### config.mk
export PLATFORM = sky130hd
export DESIGN_NAME = mem_arbiter
export DESIGN_NICKNAME = d
export VERILOG_FILES = /design/src/rtl/mem_arbiter.sv
export SDC_FILE = /design/constraint.sdc
export NUM_CORES = 1
export LEC_CHECK = 0
export CAP_MARGIN = 20
export CORE_AREA = 8 8 97 99
export CTS_CLUSTER_DIAMETER = 200
export DETAILED_ROUTE_END_ITERATION = 12
export DIE_AREA = 0 0 105 107
export GPL_ROUTABILITY_DRIVEN = 1
export PLACE_DENSITY = 0.83
export SLEW_MARGIN = 30
export SYNTH_ARGS = -nofsm -noshare
export SYNTH_HDL_FRONTEND = slang
export SYNTH_SLANG_ARGS = --single-unit
### constraint.sdc
create_clock -name CLK -period 6 [get_ports CLK]
set_input_delay 1.8 -clock CLK [delete_from_list [all_inputs] [get_ports CLK]]
set_output_delay 1.8 -clock CLK [all_outputs]
set_load 0.01 [all_outputs]
### src/rtl/mem_arbiter.sv
// -----------------------------------------------------------------------------
// mem_arbiter
//
// Responder end of the cache_control interface. It answers the instruction
// cache and data cache word requests and drives the single shared RAM port.
// One word transaction owns the RAM from grant to completion. The data side
// wins contested arbitrations. A starvation counter forces an instruction
// grant after STARVE_LIMIT back-to-back data completions while an
// instruction read is waiting.
//
// Parameters
//   STARVE_LIMIT  data completions tolerated while iREN waits (1..15)
//
// Ports
//   CLK       in   clock, rising edge
//   nRST      in   asynchronous active-low reset
//   iREN      in   instruction read request
//   iaddr     in   instruction word address
//   iwait     out  1 = instruction request not complete
//   iload     out  instruction read data
//   dREN      in   data read request
//   dWEN      in   data write request
//   daddr     in   data word address
//   dstore    in   data write value
//   dwait     out  1 = data request not complete
//   dload     out  data read data
//   ramREN    out  RAM read strobe
//   ramWEN    out  RAM write strobe
//   ramaddr   out  RAM address
//   ramstore  out  RAM write data
//   ramload   in   RAM read data
//   ramstate  in   0 FREE, 1 BUSY, 2 ACCESS, 3 ERROR
// -----------------------------------------------------------------------------
module mem_arbiter #(
    parameter int unsigned STARVE_LIMIT = 4
) (
    input  logic        CLK,
    input  logic        nRST,
    // instruction initiator
    input  logic        iREN,
    input  logic [31:0] iaddr,
    output logic        iwait,
    output logic [31:0] iload,
    // data initiator
    input  logic        dREN,
    input  logic        dWEN,
    input  logic [31:0] daddr,
    input  logic [31:0] dstore,
    output logic        dwait,
    output logic [31:0] dload,
    // shared RAM port
    output logic        ramREN,
    output logic        ramWEN,
    output logic [31:0] ramaddr,
    output logic [31:0] ramstore,
    input  logic [31:0] ramload,
    input  logic [1:0]  ramstate
);

    localparam logic [1:0] RAM_ACCESS = 2'd2;
    localparam logic [3:0] LIMIT      = 4'(STARVE_LIMIT);

    typedef enum logic [1:0] {
        IDLE   = 2'd0,
        DGRANT = 2'd1,
        IGRANT = 2'd2
    } state_t;

    state_t     state_q, state_d;
    logic [3:0] starve_q, starve_d;

    logic d_req;
    logic ram_access;
    logic forced;

    assign d_req      = dREN | dWEN;
    assign ram_access = (ramstate == RAM_ACCESS);
    // The instruction side takes the next grant regardless of data requests
    // once it has watched LIMIT data words go by.
    assign forced     = iREN && (starve_q == LIMIT);

    // -------------------------------------------------------------------------
    // State and starvation counter registers
    // -------------------------------------------------------------------------
    always_ff @(posedge CLK or negedge nRST) begin
        if (!nRST) begin
            state_q  <= IDLE;
            starve_q <= '0;
        end else begin
            state_q  <= state_d;
            starve_q <= starve_d;
        end
    end

    // -------------------------------------------------------------------------
    // Next state, counter update and all outputs
    //
    // Outputs are combinational from the registered grant so the wait drop
    // coincides with the RAM ACCESS cycle. Nothing is latched: the initiators
    // hold address/data/strobes stable while their wait is high.
    // -------------------------------------------------------------------------
    always_comb begin
        state_d  = state_q;
        starve_d = starve_q;

        iwait    = 1'b1;
        dwait    = 1'b1;
        iload    = '0;
        dload    = '0;
        ramREN   = 1'b0;
        ramWEN   = 1'b0;
        ramaddr  = '0;
        ramstore = '0;

        unique case (state_q)
            IDLE: begin
                if (d_req && !forced) begin
                    state_d = DGRANT;
                end else if (iREN) begin
                    state_d = IGRANT;
                end
            end

            DGRANT: begin
                ramaddr  = daddr;
                ramstore = dstore;
                // Write wins when both strobes are raised, so the RAM never
                // sees REN and WEN together.
                ramWEN   = dWEN;
                ramREN   = dREN & ~dWEN;
                dload    = ramload;

                if (!d_req) begin
                    // Withdrawn before completion: release without reporting.
                    state_d = IDLE;
                end else if (ram_access) begin
                    dwait   = 1'b0;
                    state_d = IDLE;
                    if (iREN && (starve_q < LIMIT)) begin
                        starve_d = starve_q + 4'd1;
                    end
                end
            end

            IGRANT: begin
                ramaddr = iaddr;
                ramREN  = 1'b1;
                iload   = ramload;

                if (!iREN) begin
                    state_d = IDLE;
                end else if (ram_access) begin
                    iwait    = 1'b0;
                    state_d  = IDLE;
                    starve_d = '0;
                end
            end

            default: begin
                state_d = IDLE;
            end
        endcase

        // Nobody is waiting on the instruction side, so nothing is starving.
        if (!iREN) begin
            starve_d = '0;
        end
    end

endmodule
-- After elaboration in Yosys (flattened, before gate mapping)
Index checks and enable logic that the tools add are counted.
- add/sub/neg operators: 1
- magnitude comparators: 1
- eq/ne operators: 10
- multiplexer cells: 23
- bitwise gates (word level): 3
- reductions and logical operators: 6
- operator list (operator ; number):
    32-bit two-way mux ; 3
    32-bit case mux with 2 select lines ; 1
    4-bit two-way mux ; 5
    3-bit != test (second input constant) ; 5
    2-bit two-way mux ; 5
    4-bit case mux with 2 select lines ; 1
    1-bit two-way mux ; 6
    2-bit case mux with 3 select lines ; 1
    5-bit AND reduction ; 1
    4-bit by 1-bit adder with 4-bit output (second input constant) ; 1
    2-bit == test (second input constant) ; 2
    4-bit by 3-bit == test with 1-bit output (second input constant) ; 1
    4-bit by 3-bit < comparator with 1-bit output (second input constant) ; 1
    1-bit logical AND ; 3
    3-bit by 1-bit != test with 1-bit output (second input constant) ; 1
    2-bit by 1-bit == test with 1-bit output (second input constant) ; 1
    2-bit logical NOT ; 1
    1-bit case mux with 2 select lines ; 1
    1-bit bitwise AND ; 1
    1-bit logical NOT ; 1
    1-bit NOT ; 1
    1-bit bitwise OR ; 1
- flip-flop bits (word level): 6
- input bits: 135
- output and inout bits: 132
- logic and storage cells: 46

-- Longest topological paths before layout
Gate-level depths: netlist of the first run.
- word-level depth: 7
- depth in mapped cells: 7
- depth with buffers taken out: 6

-- Least setup slack after synthesis of the first run
OpenSTA, ideal clock, no wires.
- kind: input to output
- start point: input port ramstate[1]
- end point: output port iwait
- arrival: 2140 ps
- data required time: 4200 ps
- path slack: 2060 ps
- cell stages on the path: 2
- path buffers: 0
- path through: nor2b_1 -> nand3_1
- word-level cells in the longest chain between the ends: 4
- ends and longest elaborated chain (what ; RTL line ; text):
    start, declared ; 57 ; input logic [1:0] ramstate
    2-bit == test ; 77 ; assign ram_access = (ramstate == RAM_ACCESS);
    1-bit two-way mux ; 152 ; end else if (ram_access) begin
    1-bit two-way mux ; 150 ; if (!iREN) begin
    1-bit two-way mux ; 115 ; unique case (state_q)
    end, declared ; 42 ; output logic iwait,
Every way passes these cells.

-- Worst setup path in the final report of the first run
- start point: input port dWEN
- end point: output port dwait
- word-level cells in the longest chain between the ends: 3
- ends and longest elaborated chain (what ; RTL line ; text):
    start, declared ; 46 ; input logic dWEN,
    1-bit bitwise OR ; 76 ; assign d_req = dREN | dWEN;
    1-bit two-way mux ; 133 ; if (!d_req) begin
    1-bit two-way mux ; 115 ;
    end, declared ; 49 ; output logic dwait,
Every way passes these cells.

==> results of run 1 <==
==> cells in the final DEF, fill, tap and decap left out <==
| cell type | count |
|---|---|
| a21oi_1 | 2 |
| a2111oi_4 | 1 |
| and2_1 | 96 |
| nor2_2 | 1 |
| ha_2 | 1 |
| a31o_2 | 1 |
| o21ai_0 | 5 |
| inv_1 | 6 |
| dfrtp_1 | 6 |
| nor2_1 | 2 |
| a211oi_1 | 1 |
| nor3_1 | 2 |
| a21o_1 | 2 |
| nand2_1 | 6 |
| ha_4 | 1 |
| clkdlybuf4s50_1 | 266 |
| ha_1 | 5 |
| a22oi_1 | 32 |
| nand3_1 | 6 |
| a2111oi_0 | 3 |
| nor2b_1 | 33 |
| inv_2 | 1 |
| o21a_1 | 1 |
| o32ai_1 | 1 |
| buf_4 | 3 |
| and2_2 | 1 |
| nand2b_1 | 3 |
| mux2i_1 | 4 |
| clkbuf_8 | 3 |
==> worst max-delay path: cells and delay by family <==
kind                   cells  cell delay, ns
AOI/OAI and AO/OA          1            0.27
buffers and inverters      2            1.05
and+or+nand+nor            1            0.14
==> through the flow <==
step                hold WS, ns  utilization  std cells
floorplan                 0.542            -        246
global route              0.607        0.563        600
global placement          0.563        0.557        597
CTS                       0.582        0.562        600
detailed placement        0.577        0.557        597
finish                    0.579        0.563        600
==> sequential cells by signal, summed over array words and instances, names as in the netlist <==
signal    count
starve_q      4
state_q       2
==> cell families (layout without fill, tap and decap cells) <==
kind of cell,count (synthesis),count (layout),share of synthesized area
flops,6,6,0.0892
compound gates,49,49,0.224
buf+inv,30,279,0.0706
mux,4,4,0.0238
simple gates,150,150,0.541
fa+ha+maj,7,7,0.0520
==> layout make-up <==
| cell class | count | area, sq um |
|---|---|---|
| Tap cell | 105 | 131 |
| Fill cell | 734 | 3460 |
| Sequential cell | 6 | 150 |
| Clock buffer | 3 | 41.3 |
| Inverter | 7 | 26.3 |
| Multi-Input combinational cell | 210 | 1430 |
| Timing Repair Buffer | 269 | 2690 |
==> synthesized netlist by cell type, drive strengths merged <==
library cell	count
a211oi	1
o21a	1
nor2	3
inv	7
o21ai	5
a22oi	32
nand2b	3
mux2i	4
ha	7
and2	97
nand3	6
clkbuf	16
a21oi	2
o32ai	1
nor3	2
nand2	6
buf	7
a2111oi	4
dfrtp	6
a21o	2
a31o	1
nor2b	33
==> path summary, 6_finish.rpt <==
path | startpoint | endpoint | cells past startpoint | slack, ns
hold / removal | starve_q[0]$_DFFE_PN0P_ | starve_q[0]$_DFFE_PN0P_ | 2 | 0.58
hold reg to reg | starve_q[0]$_DFFE_PN0P_ | starve_q[0]$_DFFE_PN0P_ | 2 | 0.58
setup reg to reg | state_q[0]$_DFFE_PN0P_ | starve_q[3]$_DFFE_PN0P_ | 7 | 3.42
setup / recovery | dWEN | dwait | 4 | 0.93
min in group asynchronous | nRST | state_q[1]$_DFFE_PN0P_ | 1 | 1.82
max in group asynchronous | nRST | starve_q[0]$_DFFE_PN0P_ | 1 | 3.96
==> layer usage <==
layer | vias up | routed length [um] | GRT usage
met4 | 0 | 48 | 0.0245
met5 | - | 0 | 0
li1 | 1323 | - | -
met3 | 5 | 1170 | 0.0786
met2 | 158 | 5220 | 0.308
met1 | 1207 | 3750 | 0.166
==> power groups by stage <==
stage	logic [mW]	clock network (mW)	registers, mW
floorplan	0.520	0	0.0569
CTS	1.13	0.0629	0.0596
global placement	1.12	0	0.0591
finish	1.12	0.0608	0.0619
detailed placement	1.13	0	0.0601
global route	1.21	0.0650	0.0622
==> PnR_summary.wiki, run 1 <==
{| class="wikitable"
! Metric !! Value
|-
| Run status || finished clean
|-
| Initial antenna violation count || 0
|-
| Part of the cycle the worst path needs || 0.845
|-
| Worst slack at placement || 0.936 ns
|-
| TritonCTS clock tree || yes
|-
| Cell area power density || 279 nW/um^2
|-
| Critical path peak fanout || 6
|-
| Clock latency reported for the late side of the worst-skew pair || 0.22 ns
|-
| Period minus WS final || roughly 5.1 ns
|-
| Total of warnings raised by yosys || 0
|-
| CTS Buffer Depth || 2
|-
| Final Max Slew Viols || 0
|-
| Worst-Margin Slew || 0.803 ns
|-
| Clk network pwr share || 0.049
|-
| Vias in the first global route || 2,768
|-
| Placed cell area || 4410 sq um
|-
| # DRC || 0
|-
| Global-route wire length before repair || around 15 mm
|-
| PnR Total Power || 1.24 mW
|-
| Instance count of the mapped netlist || 246
|-
| I/O pin total || between 200 and 300
|-
| Critical path start-end classification || input port to primary output
|-
| Antenna Violating Nets Remaining || 0
|-
| Peak Freq || 0.197 GHz
|-
| Max-cap viol count || 0
|-
| Clock sink total || 6
|-
| Horizontal extent of the die || 105 um
|-
| Drt pass-1 iters || 4
|-
| Total net switching power || around 0.52 mW
|-
| Final GP Congestion || between 0.7 and 0.8
|-
| Critical path startpoint category || input port
|-
| Total clock buffers created by CTS || 3
|-
| Combined global-route utilization of all metal layers || 0.165
|-
| Cell mode on critical path || clkdlybuf4s50_1
|-
| Sequential area share after synthesis || 0.0892
|-
| Initial core utilization || 0.212
|-
| Detailed Route WL || 10.2 mm
|-
| Critical path data arrival time || 3.27 ns
|-
| Proportion of power drawn by combinational gates || 0.901
|-
| Clock transition at the registers of the reported paths || 0.03 ns
|-
| Static power due to leakage || between 1.5 and 2 nW
|-
| Number of buffers inserted for hold repair after clock tree synthesis || 0
|-
| Detail Placement HPWL || a little under 9 mm
|-
| Number of input and output port buffers inserted || between 200 and 300
|-
| RSZ-0062 raised after global routing || false
|-
| Maximum number of pins on one net before global-route repair || 65
|-
| Class of the tightest hold or removal check || register to register
|-
| Iteration-0 DRC Markers || 102
|-
| Overall die height || between 100 and 150 um
|-
| Setup-failing EPs final || 0
|-
| Total number of nets in the final design || 639
|-
| Syn Nets || around 390
|-
| Yosys top cell area share || 0.357
|-
| Growth of design area from synthesis to finish || 165%
|-
| Buffer count from post-CTS setup fixing || 0
|-
| Fraction of power spent switching nets || 0.416
|-
| Post-route cell area || 4460 sq um
|-
| Design internal power || 0.726 mW
|-
| Final Skew || 0.00265 ns
|-
| Library cell used as clock root buffer || clkbuf_8
|-
| Number of different library cells in the post-synthesis netlist || 27
|-
| Biggest area contributors in the synthesized netlist || and2_1 36%, a22oi_1 14%, nor2b_1 12%
|-
| Global-route congestion overflow total || 0
|-
| Num rows || 33
|-
| Post-CTS Resized || 0
|-
| Endpoint class of the critical path || primary output
|-
| Share of layout cells above drive strength 1 || 0.0263
|-
| Max stage delay on crit path || 0.55 ns
|-
| Crit-path cells || clkdlybuf4s50_1 -> o21ai_0 -> nand2b_1 -> clkdlybuf4s50_1
|-
| Setup tns final || 0 ns
|-
| Slew headroom || 0.465
|-
| Share of power burned in registers || 0.050
|-
| Required time of the worst setup path || 4.20 ns
|-
| Total number of vias || 2,693
|-
| Number of levels the H-tree was split into || 1
|-
| Count of antenna diodes in the layout || 0
|-
| Mean cell area of the mapped netlist || roughly 6.8 sq um
|-
| Synth Cell Area || around 1700 sq um
|-
| Final Hold Viols || 0
|-
| Core area || 7930 sq um
|-
| Leading area contributor after synthesis || and2_1
|-
| Die footprint || 11,200 sq um
|-
| Via/cell ratio || 4.49
|-
| Flip-flop and latch count after synthesis || 6
|-
| Slowest library cell on the worst path || clkdlybuf4s50_1
|-
| Wire per inst || approximately 17 um
|-
| Min setup slack post-route || 0.930 ns
|-
| Maximum vdd ir drop || 0.000195 V
|}
(Power assumes the default switching activity.)
==> inputs of run 2 (changes only) <==
CORE_AREA = default   (was 8 8 97 99)
CORE_MARGIN = 8   (was default)
CORE_UTILIZATION = 21   (was default)
DIE_AREA = default   (was 0 0 105 107)
PLACE_DENSITY = 0.85   (was 0.83)
clock period = 4.55 ns   (was 6 ns; I/O delays follow)
==> run 2 against run 1 <==
- global-route usage rose by 2.1 points
- worst hold slack better by 0.016 ns
- largest cell class unchanged
- routed wire length is 10% higher
- sequential cell count is the same
- combinational power increased by 34%
==> PnR_summary.wiki, run 2 (synthesized netlist as in run 1, its figures left out) <==
{| class="wikitable"
! Metric !! Value
|-
| Run status || finished clean
|-
| Total number of vias || 2,640
|-
| CTS Buffer Depth || 2
|-
| Critical path peak fanout || 6
|-
| Period minus WS final || 4.18 ns
|-
| Startpoint of the lowest-slack hold path || starve_q[1]$_DFFE_PN0P_
|-
| Setup tns final || 0 ns
|-
| Reg2reg start || state_q[0]$_DFFE_PN0P_
|-
| Endpoint class of the critical path || primary output
|-
| Slew headroom || 0.436
|-
| Iteration-0 DRC Markers || 87
|-
| Horizontal extent of the die || 106 um
|-
| TritonCTS clock tree || yes
|-
| Overall die height || around 110 um
|-
| Via/cell ratio || 4.41
|-
| Number of input and output port buffers inserted || 266
|-
| Share of layout cells above drive strength 1 || 0.0282
|-
| Die footprint || 11,100 sq um
|-
| Final Hold Viols || 0
|-
| Num rows || 32
|-
| Antenna Violating Nets Remaining || 0
|-
| Max stage delay on crit path || approximately 0.54 ns
|-
| Static power due to leakage || 1.67 nW
|-
| Required time of the worst setup path || 3.18 ns
|-
| Post-CTS Resized || 0
|-
| Global-route congestion overflow total || 0
|-
| Initial antenna violation count || 0
|-
| Initial core utilization || 0.217
|-
| Maximum number of pins on one net before global-route repair || 68
|-
| Commonest non-fill, non-tap cells in the layout || 266 x clkdlybuf4s50_1, 96 x and2_1, 33 x nor2b_1
|-
| Core area || approximately 8000 sq um
|-
| Clock transition at the registers of the reported paths || around 0.040 ns
|-
| I/O pin total || 267
|-
| Final GP Congestion || 0.816
|-
| Final Max Slew Viols || 0
|-
| # DRC || 0
|-
| Combined global-route utilization of all metal layers || 0.186
|-
| Largest register FFs || 4
|-
| Wire per inst || between 15 and 20 um
|-
| Total number of nets in the final design || 640
|-
| Number of buffers inserted for hold repair after clock tree synthesis || 0
|-
| Worst reg-to-reg setup slack || 2.56 ns
|-
| Library cell used as clock root buffer || clkbuf_8
|-
| Cell area power density || 372 nW/um^2
|-
| Critical path data arrival time || between 2 and 3 ns
|-
| Part of the cycle the worst path needs || 0.919
|-
| Clock sink total || 6
|-
| Register-to-Register Path Depth || 7
|-
| Critical path startpoint category || input port
|-
| Cell mode on critical path || clkdlybuf4s50_1
|-
| Met2 Use GR || 0.366
|-
| Global-route wire length before repair || 16.8 mm
|-
| Endpoint of the worst hold path || starve_q[1]$_DFFE_PN0P_
|-
| Count of antenna diodes in the layout || 0
|-
| RSZ-0062 raised after global routing || false
|-
| Total clock buffers created by CTS || 3
|-
| Detail Placement HPWL || 9.60 mm
|-
| Vias in the first global route || 2,773
|-
| Buffer count from post-CTS setup fixing || 0
|-
| Worst-Margin Slew || about 0.85 ns
|-
| Final Skew || around 0.0024 ns
|-
| Crit-path cells || clkdlybuf4s50_1 -> o21ai_0 -> nand2b_1 -> clkdlybuf4s50_1
|-
| Maximum vdd ir drop || 0.000269 V
|-
| Global-route met1 utilization || 0.204
|-
| Detailed Route WL || between 10 and 15 mm
|-
| Class of the tightest hold or removal check || register to register
|-
| Number of levels the H-tree was split into || 1
|-
| Regs by FF count || starve_q: 4 flops, state_q: 2 flops
|-
| Drt pass-1 iters || 4
|-
| Largest register by flop count || starve_q
|-
| Clock latency reported for the late side of the worst-skew pair || 0.23 ns
|-
| Setup-failing EPs final || 0
|-
| Fillers || between 600 and 700
|-
| Global Route met3 Usage || 0.0390
|-
| Peak Freq || 0.239 GHz
|-
| Leading cell type in the layout, fill and taps excluded || clkdlybuf4s50_1
|-
| Slowest library cell on the worst path || clkdlybuf4s50_1
|-
| Max-cap viol count || 0
|-
| PnR Total Power || 1.66 mW
|-
| Critical path start-end classification || input port to primary output
|-
| Top Usage Layer GRT || met2
|-
| Growth of design area from synthesis to finish || 166%
|-
| WHS Path Cells || 2
|-
| Reg-to-Reg End || starve_q[3]$_DFFE_PN0P_
|}
run 2: cell types whose count changed in the layout (fill, tap and decap cells not counted):
cell,change
ha_4,-1
buf_12,+1
ha_2,+1
run 2: worst max-delay path by stage:
| stage | end | from | depth (start not counted) | slack [ns] |
|---|---|---|---|---|
| CTS | ramREN | dREN | 5 | 0.36 |
| detailed placement | ramREN | dREN | 5 | 0.36 |
| finish | dwait | dWEN | 4 | 0.37 |
| floorplan | iwait | ramstate[1] | 2 | 1.48 |
| global placement | ramREN | dREN | 5 | 0.42 |
| global route | ramREN | dREN | 5 | 0.30 |
run 2: layout make-up:
type,count,area (sq um),area share
timing repair buffer,270,2710,0.605
multi-input combinational,210,1420,0.317
sequential,6,150,0.0336
tap,102,128,0.0286
clock buffer,3,41.3,0.00924
inverter,7,26.3,0.00588
run 2: metrics by stage:
stage	instance area, sq um	setup WS (ns)	hold slack (ns)	std cells	utilization
finish	4470	0.368	0.594	598	0.575
global route	4470	0.296	0.634	598	0.575
CTS	4470	0.359	0.602	598	0.575
detailed placement	4430	0.358	0.595	595	0.570
global placement	4430	0.420	0.559	595	0.570
floorplan	1680	1.48	0.542	246	-
run 2: critical path, delay by kind of cell:
kind	cells	cell delay [ns]
buf+inv	2	1.05
simple gates	1	0.14
compound gates	1	0.26
run 2: routing by layer:
layer  vias up  share of wire
met1      1189           0.38
met2       128           0.54
li1       1318              -
met5         -              0
met4         0         0.0043
met3         5          0.069
run 2: power breakdown:
group	total [mW]	internal (mW)	switching, mW
clock	0.0819	0.0570	0.0249
combinational	1.50	0.840	0.664
sequential	0.0788	0.0645	0.0143
total	1.66	0.962	0.703
==> inputs of run 3 (changes only) <==
SKIP_LAST_GASP = 1   (was default)
==> results of run 3 <==
The final DEF is identical to that of run 2; final timing and power are the same.
==> variant, RTL diff (config.mk and constraints of run 1) <==
Re-encode `state_t` (3 states) as one-hot, 3 bits wide.
--- a/src/rtl/mem_arbiter.sv
+++ b/src/rtl/mem_arbiter.sv
@@ -60,10 +60,10 @@
     localparam logic [1:0] RAM_ACCESS = 2'd2;
     localparam logic [3:0] LIMIT      = 4'(STARVE_LIMIT);
 
-    typedef enum logic [1:0] {
-        IDLE   = 2'd0,
-        DGRANT = 2'd1,
-        IGRANT = 2'd2
+    typedef enum logic [2:0] {
+        IDLE   = 3'b001,
+        DGRANT = 3'b010,
+        IGRANT = 3'b100
     } state_t;
 
     state_t     state_q, state_d;
Check against the original RTL: no difference found for any inputs over 10 cycles, from zero or initial values and one cycle with nRST low; not proved beyond that.
==> variant against run 1 <==
- via count decreased by 11%
- wire length increased by 4.5%
- total power decreased by 34%
- setup slack got worse by 0.16 ns
- sequential power increased by 28%
- synthesized area decreased by 14%
- cell area decreased by 5.2%
- sequential cell count increased by 1
- highest routed layer unchanged
==> variant: results (changes against run 1) <==
| Metric | Value |
|---|---|
| Run status | finished, final reports clean |
| Final WL | 10640 um (+4.5%) |
| Routing usage on met2 | 33.17% (+2.4 points) |
| Clock transition at path regs | 0.04 ns |
| Max_slew headroom | 44.41% (-2.0 points) |
| Routability Congestion | 0.8389 (+8.1%) |
| HP Class | reg2reg |
| Reg2Reg Setup Slack | 3.67 ns (+0.25 ns) |
| Layout cells sized above 1 | 2.667% (+0.040 points) |
| Post-DP HPWL | 8972 um (+3.4%) |
| Pleak | 1.617 nW (-2.5%) |
| Top_reg_cell synth | dfrtp_1 |
| Placed Area | 4184 sq um (-5.2%) |
| Worst R2R Start | state_q[1]$_DFFE_PN0P_ |
| Initial drt markers | 75 (-26%) |
| Top flop regs | starve_q x4, state_q x3 |
| Clock skew | 0.003224 ns (+0.0005781 ns) |
| Crit path DAT | 3.43 ns (+0.16 ns) |
| Peak supply drop | 133.3 uV (-32%) |
| First-pass GRT wire length | 15480 um (+1.3%) |
| Synth unique cells | 35 (+30%) |
| Critical R2R Capture | starve_q[1]$_DFFE_PN0P_ |
| Global router's overall resource usage | 17.20% (+0.71 points) |
| Hold path startpoint | starve_q[1]$_DFFE_PN0P_ |
| Final-stage net count | 588 (-8.0%) |
| M1 GR Usage | 18.57% (+2.0 points) |
| Register area share after synthesis | 12.12% (+3.2 points) |
| Endpoint, Worst Hold | starve_q[1]$_DFFE_PN0P_ |
| Vias in the first global route | 2314 (-16%) |
| Via count | 2394 (-11%) |
| GRT met3 Usage | 4.739% (-3.1 points) |
| R2R depth | 5 (-2) |
| Critical path peak fanout | 9 (+3) |
| Leading post-synthesis cells by instance count | and2_1, a22o_1, clkbuf_1 |
| Synth area leaders | and2_1, a22o_1, dfrtp_1, clkbuf_1, dfstp_2 |
| Syn Nets | 335 (-14%) |
| Pin count of the biggest net entering global routing | 101 (+55%) |
## variant: cell count changes after synthesis, moves of 3 or more
cell / before / now
a2111oi_0: 3 / 0
a22o_1: 0 / 32
a22oi_1: 32 / 0
clkbuf_1: 16 / 13
ha_1: 7 / 2
inv_1: 6 / 3
mux2i_1: 4 / 0
nand2_1: 6 / 3
nand3_1: 6 / 2
nor2b_1: 33 / 2
nor3b_1: 0 / 3
o21ai_0: 5 / 2
## variant: per-stage QoR
| step | setup WS, ns | power [mW] | std cells | util (%) | hold WS, ns |
|---|---|---|---|---|---|
| floorplan | 1.881 | 0.3585 | 198 | - | 0.5049 |
| global placement | 0.8071 | 0.7527 | 551 | 52.78 | 0.5419 |
| detailed placement | 0.7712 | 0.7613 | 551 | 52.78 | 0.5586 |
| CTS | 0.7618 | 0.8327 | 555 | 53.36 | 0.5648 |
| global route | 0.6794 | 0.8757 | 555 | 53.36 | 0.5849 |
| finish | 0.7730 | 0.8228 | 555 | 53.36 | 0.5697 |
## variant: layer usage
metal	vias to the layer above	wire length, um
li1	1182	-
met1	1099	3953
met2	105	5849
met3	8	742
met4	0	98
met5	-	0
## variant: final cells by class
| cell class | instances | area (sq um) |
|---|---|---|
| Clock buffer | 3 | 41.29 |
| Clock inverter | 1 | 5.005 |
| Fill cell | 721 | 3697 |
| Inverter | 3 | 11.26 |
| Multi-Input combinational cell | 168 | 1187 |
| Sequential cell | 7 | 176.4 |
| Tap cell | 105 | 131.4 |
| Timing Repair Buffer | 268 | 2678 |
## variant: power breakdown
group          internal [mW]  switching [mW]
clock                 0.0449          0.0204
combinational          0.403           0.275
sequential            0.0594          0.0200
## variant: worst max path at each step
| stage | from | slack (ns) | end | cells past startpoint |
|---|---|---|---|---|
| after floorplan | ramstate[1] | 1.88 | dwait | 3 |
| after global placement | ramstate[1] | 0.81 | dwait | 4 |
| after detailed placement | ramstate[1] | 0.77 | dwait | 4 |
| after CTS | ramstate[1] | 0.76 | dwait | 4 |
| after global routing | ramstate[1] | 0.68 | dwait | 4 |
| final | ramstate[1] | 0.77 | dwait | 4 |
## variant: logic make-up after synthesis
kind of cell / after synthesis / share of synthesized area (%)
AND/OR/NAND/NOR: 124 / 55.12
AO/OA/AOI/OAI: 41 / 23.56
buffers and inverters: 23 / 6.707
flip-flops: 7 / 12.12
adder cells (fa/ha/maj): 2 / 1.719
multiplexers: 1 / 0.7738
## variant: worst max-delay path: stages
cell	delay, ns
clkdlybuf4s50_1	0.45
nor2b_1	0.48
nand3b_1	0.18
clkdlybuf4s50_1	0.52
